<file path="src/rtl/wave_pkg.sv">
// Shared types and saturating helpers for the waveform analyzer.
package wave_pkg;

    localparam int unsigned DATA_W_DEF = 16;

    typedef enum logic [2:0] {
        IDLE,
        SEEK_LOW,
        SEEK_HIGH,
        RUN_LOW,
        RUN_HIGH
    } state_t;

    function automatic logic [31:0] sat_add(input logic [31:0] a,
                                            input logic [31:0] b,
                                            input logic [31:0] ceil);
        logic [32:0] s;
        s = {1'b0, a} + {1'b0, b};
        return (s > {1'b0, ceil}) ? ceil : s[31:0];
    endfunction

    function automatic logic [31:0] sat_sub(input logic [31:0] a,
                                            input logic [31:0] b);
        return (a > b) ? (a - b) : 32'd0;
    endfunction

endpackage

</file>
<file path="src/rtl/wave_edge_detect.sv">
// Hysteresis crossing detector: latched thresholds, armed flag, arm/trigger strobes.
module wave_edge_detect import wave_pkg::*; #(
    parameter int unsigned DATA_W = DATA_W_DEF,
    parameter int unsigned HYST   = 4
) (
    input  logic              clk,
    input  logic              rst_n,
    input  logic              clr,
    input  logic              latch,
    input  logic              en,
    input  logic [DATA_W-1:0] threshold,
    input  logic              sample_valid,
    input  logic [DATA_W-1:0] sample,
    output logic              arm_c,
    output logic              trig_c
);

    localparam logic [31:0] DATA_MAX = 32'((64'd1 << DATA_W) - 64'd1);

    logic [DATA_W-1:0] thr_lo;
    logic [DATA_W-1:0] thr_hi;
    logic              armed;

    assign arm_c  = en && sample_valid && (sample <= thr_lo);
    assign trig_c = en && sample_valid && armed && (sample >= thr_hi);

    // Clear wins over a same-cycle arm so a timed-out run restarts disarmed.
    always_ff @(posedge clk) begin
        if (!rst_n) begin
            thr_lo <= '0;
            thr_hi <= '0;
            armed  <= 1'b0;
        end else begin
            if (latch) begin
                thr_lo <= DATA_W'(sat_sub(32'(threshold), 32'(HYST)));
                thr_hi <= DATA_W'(sat_add(32'(threshold), 32'(HYST), DATA_MAX));
            end
            if (clr) begin
                armed <= 1'b0;
            end else if (trig_c) begin
                armed <= 1'b0;
            end else if (arm_c) begin
                armed <= 1'b1;
            end
        end
    end

endmodule

</file>
<file path="src/rtl/wave_analyzer.sv">
// Period and per-period max/min/peak-to-peak measurement of a sampled periodic waveform.
module wave_analyzer import wave_pkg::*; #(
    parameter int unsigned DATA_W = DATA_W_DEF,
    parameter int unsigned CNT_W  = 32,
    parameter int unsigned HYST   = 4
) (
    input  logic              clk,
    input  logic              rst_n,
    input  logic              ena,
    input  logic [DATA_W-1:0] threshold,
    input  logic              sample_valid,
    input  logic [DATA_W-1:0] sample,
    output logic              meas_valid,
    output logic [CNT_W-1:0]  period,
    output logic [DATA_W-1:0] max_val,
    output logic [DATA_W-1:0] min_val,
    output logic [DATA_W-1:0] amplitude,
    output logic              timeout
);

    localparam logic [CNT_W-1:0] CNT_MAX = '1;
    localparam logic [CNT_W-1:0] CNT_ONE = CNT_W'(1);

    state_t            state;
    logic [CNT_W-1:0]  cnt;
    logic [DATA_W-1:0] max_trk;
    logic [DATA_W-1:0] min_trk;

    logic arm_c;
    logic trig_c;
    logic in_run_c;
    logic pub_c;
    logic sat_c;
    logic edge_clr_c;

    assign in_run_c   = (state == RUN_LOW) || (state == RUN_HIGH);
    assign pub_c      = (state == RUN_HIGH) && trig_c;
    assign sat_c      = in_run_c && !pub_c && (cnt == CNT_MAX);
    assign edge_clr_c = (state == IDLE) || sat_c;

    wave_edge_detect #(
        .DATA_W (DATA_W),
        .HYST   (HYST)
    ) u_edge (
        .clk          (clk),
        .rst_n        (rst_n),
        .clr          (edge_clr_c),
        .latch        ((state == IDLE) && ena),
        .en           (state != IDLE),
        .threshold    (threshold),
        .sample_valid (sample_valid),
        .sample       (sample),
        .arm_c        (arm_c),
        .trig_c       (trig_c)
    );

    // FSM, period counter, trackers and published results.
    always_ff @(posedge clk) begin
        if (!rst_n) begin
            state      <= IDLE;
            cnt        <= '0;
            max_trk    <= '0;
            min_trk    <= '0;
            meas_valid <= 1'b0;
            period     <= '0;
            max_val    <= '0;
            min_val    <= '0;
            amplitude  <= '0;
            timeout    <= 1'b0;
        end else begin
            meas_valid <= 1'b0;
            if (!ena) begin
                state   <= IDLE;
                cnt     <= '0;
                max_trk <= '0;
                min_trk <= '0;
                timeout <= 1'b0;
            end else begin
                unique case (state)
                    IDLE: state <= SEEK_LOW;
                    SEEK_LOW: begin
                        if (arm_c) state <= SEEK_HIGH;
                    end
                    SEEK_HIGH: begin
                        if (trig_c) begin
                            state   <= RUN_LOW;
                            cnt     <= CNT_ONE;
                            max_trk <= sample;
                            min_trk <= sample;
                        end
                    end
                    RUN_LOW, RUN_HIGH: begin
                        if (pub_c) begin
                            meas_valid <= 1'b1;
                            period     <= cnt;
                            max_val    <= max_trk;
                            min_val    <= min_trk;
                            amplitude  <= max_trk - min_trk;
                            cnt        <= CNT_ONE;
                            max_trk    <= sample;
                            min_trk    <= sample;
                            state      <= RUN_LOW;
                        end else if (sat_c) begin
                            timeout <= 1'b1;
                            state   <= SEEK_LOW;
                        end else begin
                            cnt <= cnt + CNT_ONE;
                            if (sample_valid) begin
                                if (sample > max_trk) max_trk <= sample;
                                if (sample < min_trk) min_trk <= sample;
                            end
                            if ((state == RUN_LOW) && arm_c) state <= RUN_HIGH;
                        end
                    end
                    default: state <= IDLE;
                endcase
            end
        end
    end

endmodule
</file>
<file path="config.mk">
export PLATFORM = sky130hd
export DESIGN_NAME = wave_analyzer
export DESIGN_NICKNAME = d
export VERILOG_FILES = /design/src/rtl/wave_pkg.sv /design/src/rtl/wave_edge_detect.sv /design/src/rtl/wave_analyzer.sv
export SDC_FILE = /design/constraint.sdc
export NUM_CORES = 1
export LEC_CHECK = 0
export ABC_AREA = 1
export CAP_MARGIN = 20
export CORE_UTILIZATION = 30
export DETAILED_ROUTE_END_ITERATION = 6
export MAX_ROUTING_LAYER = met4
export SYNTH_ARGS = -nofsm -noshare
export SYNTH_HDL_FRONTEND = slang
export SYNTH_SLANG_ARGS = --single-unit
</file>
<file path="constraint.sdc">
create_clock -name clk -period 2.84 [get_ports clk]
set_clock_uncertainty 0.1 [all_clocks]
set_input_delay 0.426 -clock clk [delete_from_list [all_inputs] [get_ports clk]]
set_output_delay 0.426 -clock clk [all_outputs]
set_load 0.02 [all_outputs]
</file>
==> out/metrics.yaml <==
start_util_pct: 30.8
leakage_nw: 5.49
grt_usage_pct: 18.3
synthFlopType: "dfxtp_1"
total_power_mw: 8.42
max-clock-path-buffers: 2
vias: 10435
drc: 0
finalHoldViolations: 0
design_area_um2: 13500
vdd_drop_max_mv: 0.466
hold_depth: 3
dpl_cell_area_um2: 12800
dr.pass1.iters: 6
fmax_ghz: 0.385
grt_max_degree: 69
die_y_um: 191
cts_tree: "yes"
critPathKind: "input pin to register"
nets: 1809
synth_warnings: 0
portBuffers: 117
path_cells: "clkdlybuf4s50_1, ha_1, nand2_1, nor4_1, nand2_1, nand2_2, nand2_1, nand2_1, nand2_2, nor2_8, buf_4, o21ai_0, a21oi_1"
slew_viol_final: 0
synthAdderAreaFrac_pct: 9.89
syn_inst: 1532
crit_slowest_cell: "clkdlybuf4s50_1"
fill_cells: 3576
rsz0062_at_grt: "false"
yosys.area_share.simple_pct: 27.6
status: "finished, final reports clean"
hold_ws_ns: 0.301
async_flop_share_pct: 0
drive_above_1_share_pct: 10.2
synth_xor_area_share_pct: 3.11
dieArea_um2: 36500
synth_top_family_by_area: "simple AND/OR/NAND/NOR gates"
cts_post_setup_buffers_inserted: 0
postRouteWirelength_um: 31700
synthMuxAreaShare_pct: 0
core_area_um2: 34800
synth_cell_type_count: 50
path_max_fanout: 14
grt_overflow_total: 0
worst_hold_path.endpoint: "period[27]$_SDFFE_PN0P_"
synth-edff-count: 0
drt.antenna.violating_nets: 0
regToRegEndpoint: "cnt[0]$_SDFFE_PN0P_"
routed.top_layer: "met4"
clk_pin_slew_ns: 0.07
rows: 68
cts_max_level: 4
min_path_type: "input pin to register"
reg2regPathDepth: 13
hp-start: "rst_n"
finish.utilization_pct: 38.7
avgSynthCellArea_um2: 6.99
setup_violations: 0
avgRoutedWirePerCell_um: 14.7
worst_pin_slew_ns: 0.664
ctsResizeCount: 0
setup.worst_path.end_class: "register"
yosysSeqAreaShare_pct: 34.0
arrival_ns: 2.86
post-route-period-util_pct: 91.6
met3RoutedLength_um: 1590
max_slew_margin_pct: 55.7
met2_length_um: 13500
gp_congestion: 0.906
drt-met1-wl_um: 16000
crit_required_ns: 3.10
ys_ff_latch: 182
synth-compound-area-share_pct: 15.6
io_pins: 118
syn_area_um2: 10700
worst-path-buf-inv: 2
syn-num-nets: 1652
fp.dieW_um: 191
critical_path.top_delay_family: "simple AND/OR/NAND/NOR gates"
timing.rr.start: "u_edge.thr_hi[15]$_SDFFE_PN0P_"
antenna_found_initial: 2
synthToLayoutAreaGrowth_pct: 25.9
drt-initial-drc-count: 669
grt_pass1_wl_um: 51600
clock_latency_ns: 0.44
cp_slowest_stage_delay_ns: 0.49
min_period_ns: 2.60
cts_buffers: 17
cts.sinks: 182
clockRootBuffer: "clkbuf_16"
first_global_vias: 9852
dp_hpwl_um: 25000
cp-start-kind: "input pin"
power_density_nw_per_um2: 624
path_common_cell: "nand2_1"
cts_hold_buf: 0
cap_violations: 0
r2r_slack_ns: 0.33
avgViaCountPerCell: 4.84
[power breakdown]
group | total, mW | internal, mW | switching (mW)
clock | 2.72 | 1.66 | 1.06
combinational | 2.87 | 1.12 | 1.76
sequential | 2.83 | 2.72 | 0.111
total | 8.42 | 5.49 | 2.93
[cell usage after synthesis, types with 3 or more instances]
library cell,count,area share (%)
nand2_1,281,9.9
dfxtp_1,182,34
inv_1,173,6.1
a21oi_1,171,8.0
nor2_1,162,5.7
o21ai_0,122,5.7
ha_1,83,9.7
nand3_1,73,3.4
nand4_1,43,2.5
nor3_1,36,1.7
xor2_1,30,2.5
clkbuf_1,29,1.0
buf_2,21,0.98
nor2_2,13,0.76
inv_2,12,0.42
nor4_1,8,0.47
or2_2,8,0.47
xnor2_1,8,0.65
buf_6,6,0.63
nand2_2,6,0.35
nand3b_1,5,0.35
o211ai_1,5,0.35
a21o_1,4,0.28
nor3_2,4,0.37
o21a_1,4,0.28
a21boi_0,3,0.21
a31oi_1,3,0.18
buf_1,3,0.11
buf_4,3,0.21
nand3_2,3,0.28
nor3_4,3,0.46
o21ai_1,3,0.14
[stage by stage]
step           TNS [ns]  std cells  setup WS (ns)
2_1_floorplan         0       1532          0.575
3_3_place_gp      -4.31       2125         -0.170
3_5_place_dp      -8.78       2125         -0.206
4_1_cts               0       2155          0.253
5_1_grt               0       2157         0.0181
6_report              0       2157          0.240
[final cells by class]
cell class / count / area (µm²) / area share, %
multi-input combinational: 1098 / 6030 / 44.7
sequential: 182 / 3640 / 27.0
timing repair buffer: 201 / 1860 / 13.8
clock inverter: 13 / 240 / 1.78
inverter: 189 / 714 / 5.30
antenna: 2 / 5.00 / 0.0371
tap: 455 / 569 / 4.22
clock buffer: 17 / 425 / 3.15
[metal layers]
layer | vias up | global-route usage [%]
met3 | 50 | 2.88
met5 | - | -
met2 | 275 | 27.2
met4 | 0 | 5.45
met1 | 4747 | 25.2
li1 | 5363 | -
[how the worst max path moves through the flow]
stage | startpoint | end | slack, ns | cells past startpoint
floorplan | sample[15] | cnt[2]$_SDFFE_PN0P_ | 0.57 | 12
global placement | sample[12] | cnt[9]$_SDFFE_PN0P_ | -0.17 | 15
detailed placement | sample[14] | cnt[1]$_SDFFE_PN0P_ | -0.21 | 13
CTS | sample[14] | cnt[1]$_SDFFE_PN0P_ | 0.25 | 13
global route | sample[14] | cnt[0]$_SDFFE_PN0P_ | 0.02 | 13
finish | sample[14] | cnt[0]$_SDFFE_PN0P_ | 0.24 | 13
[layout by cell type (no fill, tap or decap), types with 5 or more instances in the layout]
master,n
a21oi_1,171
buf_12,5
buf_4,79
bufinv_16,6
clkbuf_16,17
clkdlybuf4s50_1,116
dfxtp_1,182
ha_1,83
inv_1,173
inv_2,12
inv_6,5
nand2_1,281
nand2_2,6
nand3_1,73
nand3b_1,5
nand4_1,43
nor2_1,161
nor2_2,13
nor3_1,36
nor4_1,8
o211ai_1,5
o21ai_0,122
or2_2,8
xnor2_1,8
xor2_1,30
[state kept, by name, summed over array words and instances (netlist names), 3 cells and up]
name           count
u_edge.thr_hi     16
state              3
max_trk           16
min_val           16
amplitude         16
max_val           16
min_trk           16
cnt               32
u_edge.thr_lo     16
period            32
[worst reg2reg max path: stages (launching register included)]
cell and delay [ns]:
dfxtp_1 0.36, inv_1 0.06, ha_1 0.28, nand2_1 0.10, nor4_1 0.29, nand2_1 0.10
nand2_2 0.12, nand2_1 0.08, nand2_1 0.11, nand2_2 0.10, nor2_8 0.25, buf_4 0.26
o21ai_0 0.10, a21oi_1 0.13
[logic make-up after synthesis]
logic type / count (synthesis)
xor gates and xnor gates: 38
adders and majority gates: 84
DFF: 182
and+or+nand+nor: 655
buffers and inverters: 252
AOI/OAI and AO/OA: 321
Power figures use the tool's default switching activity.
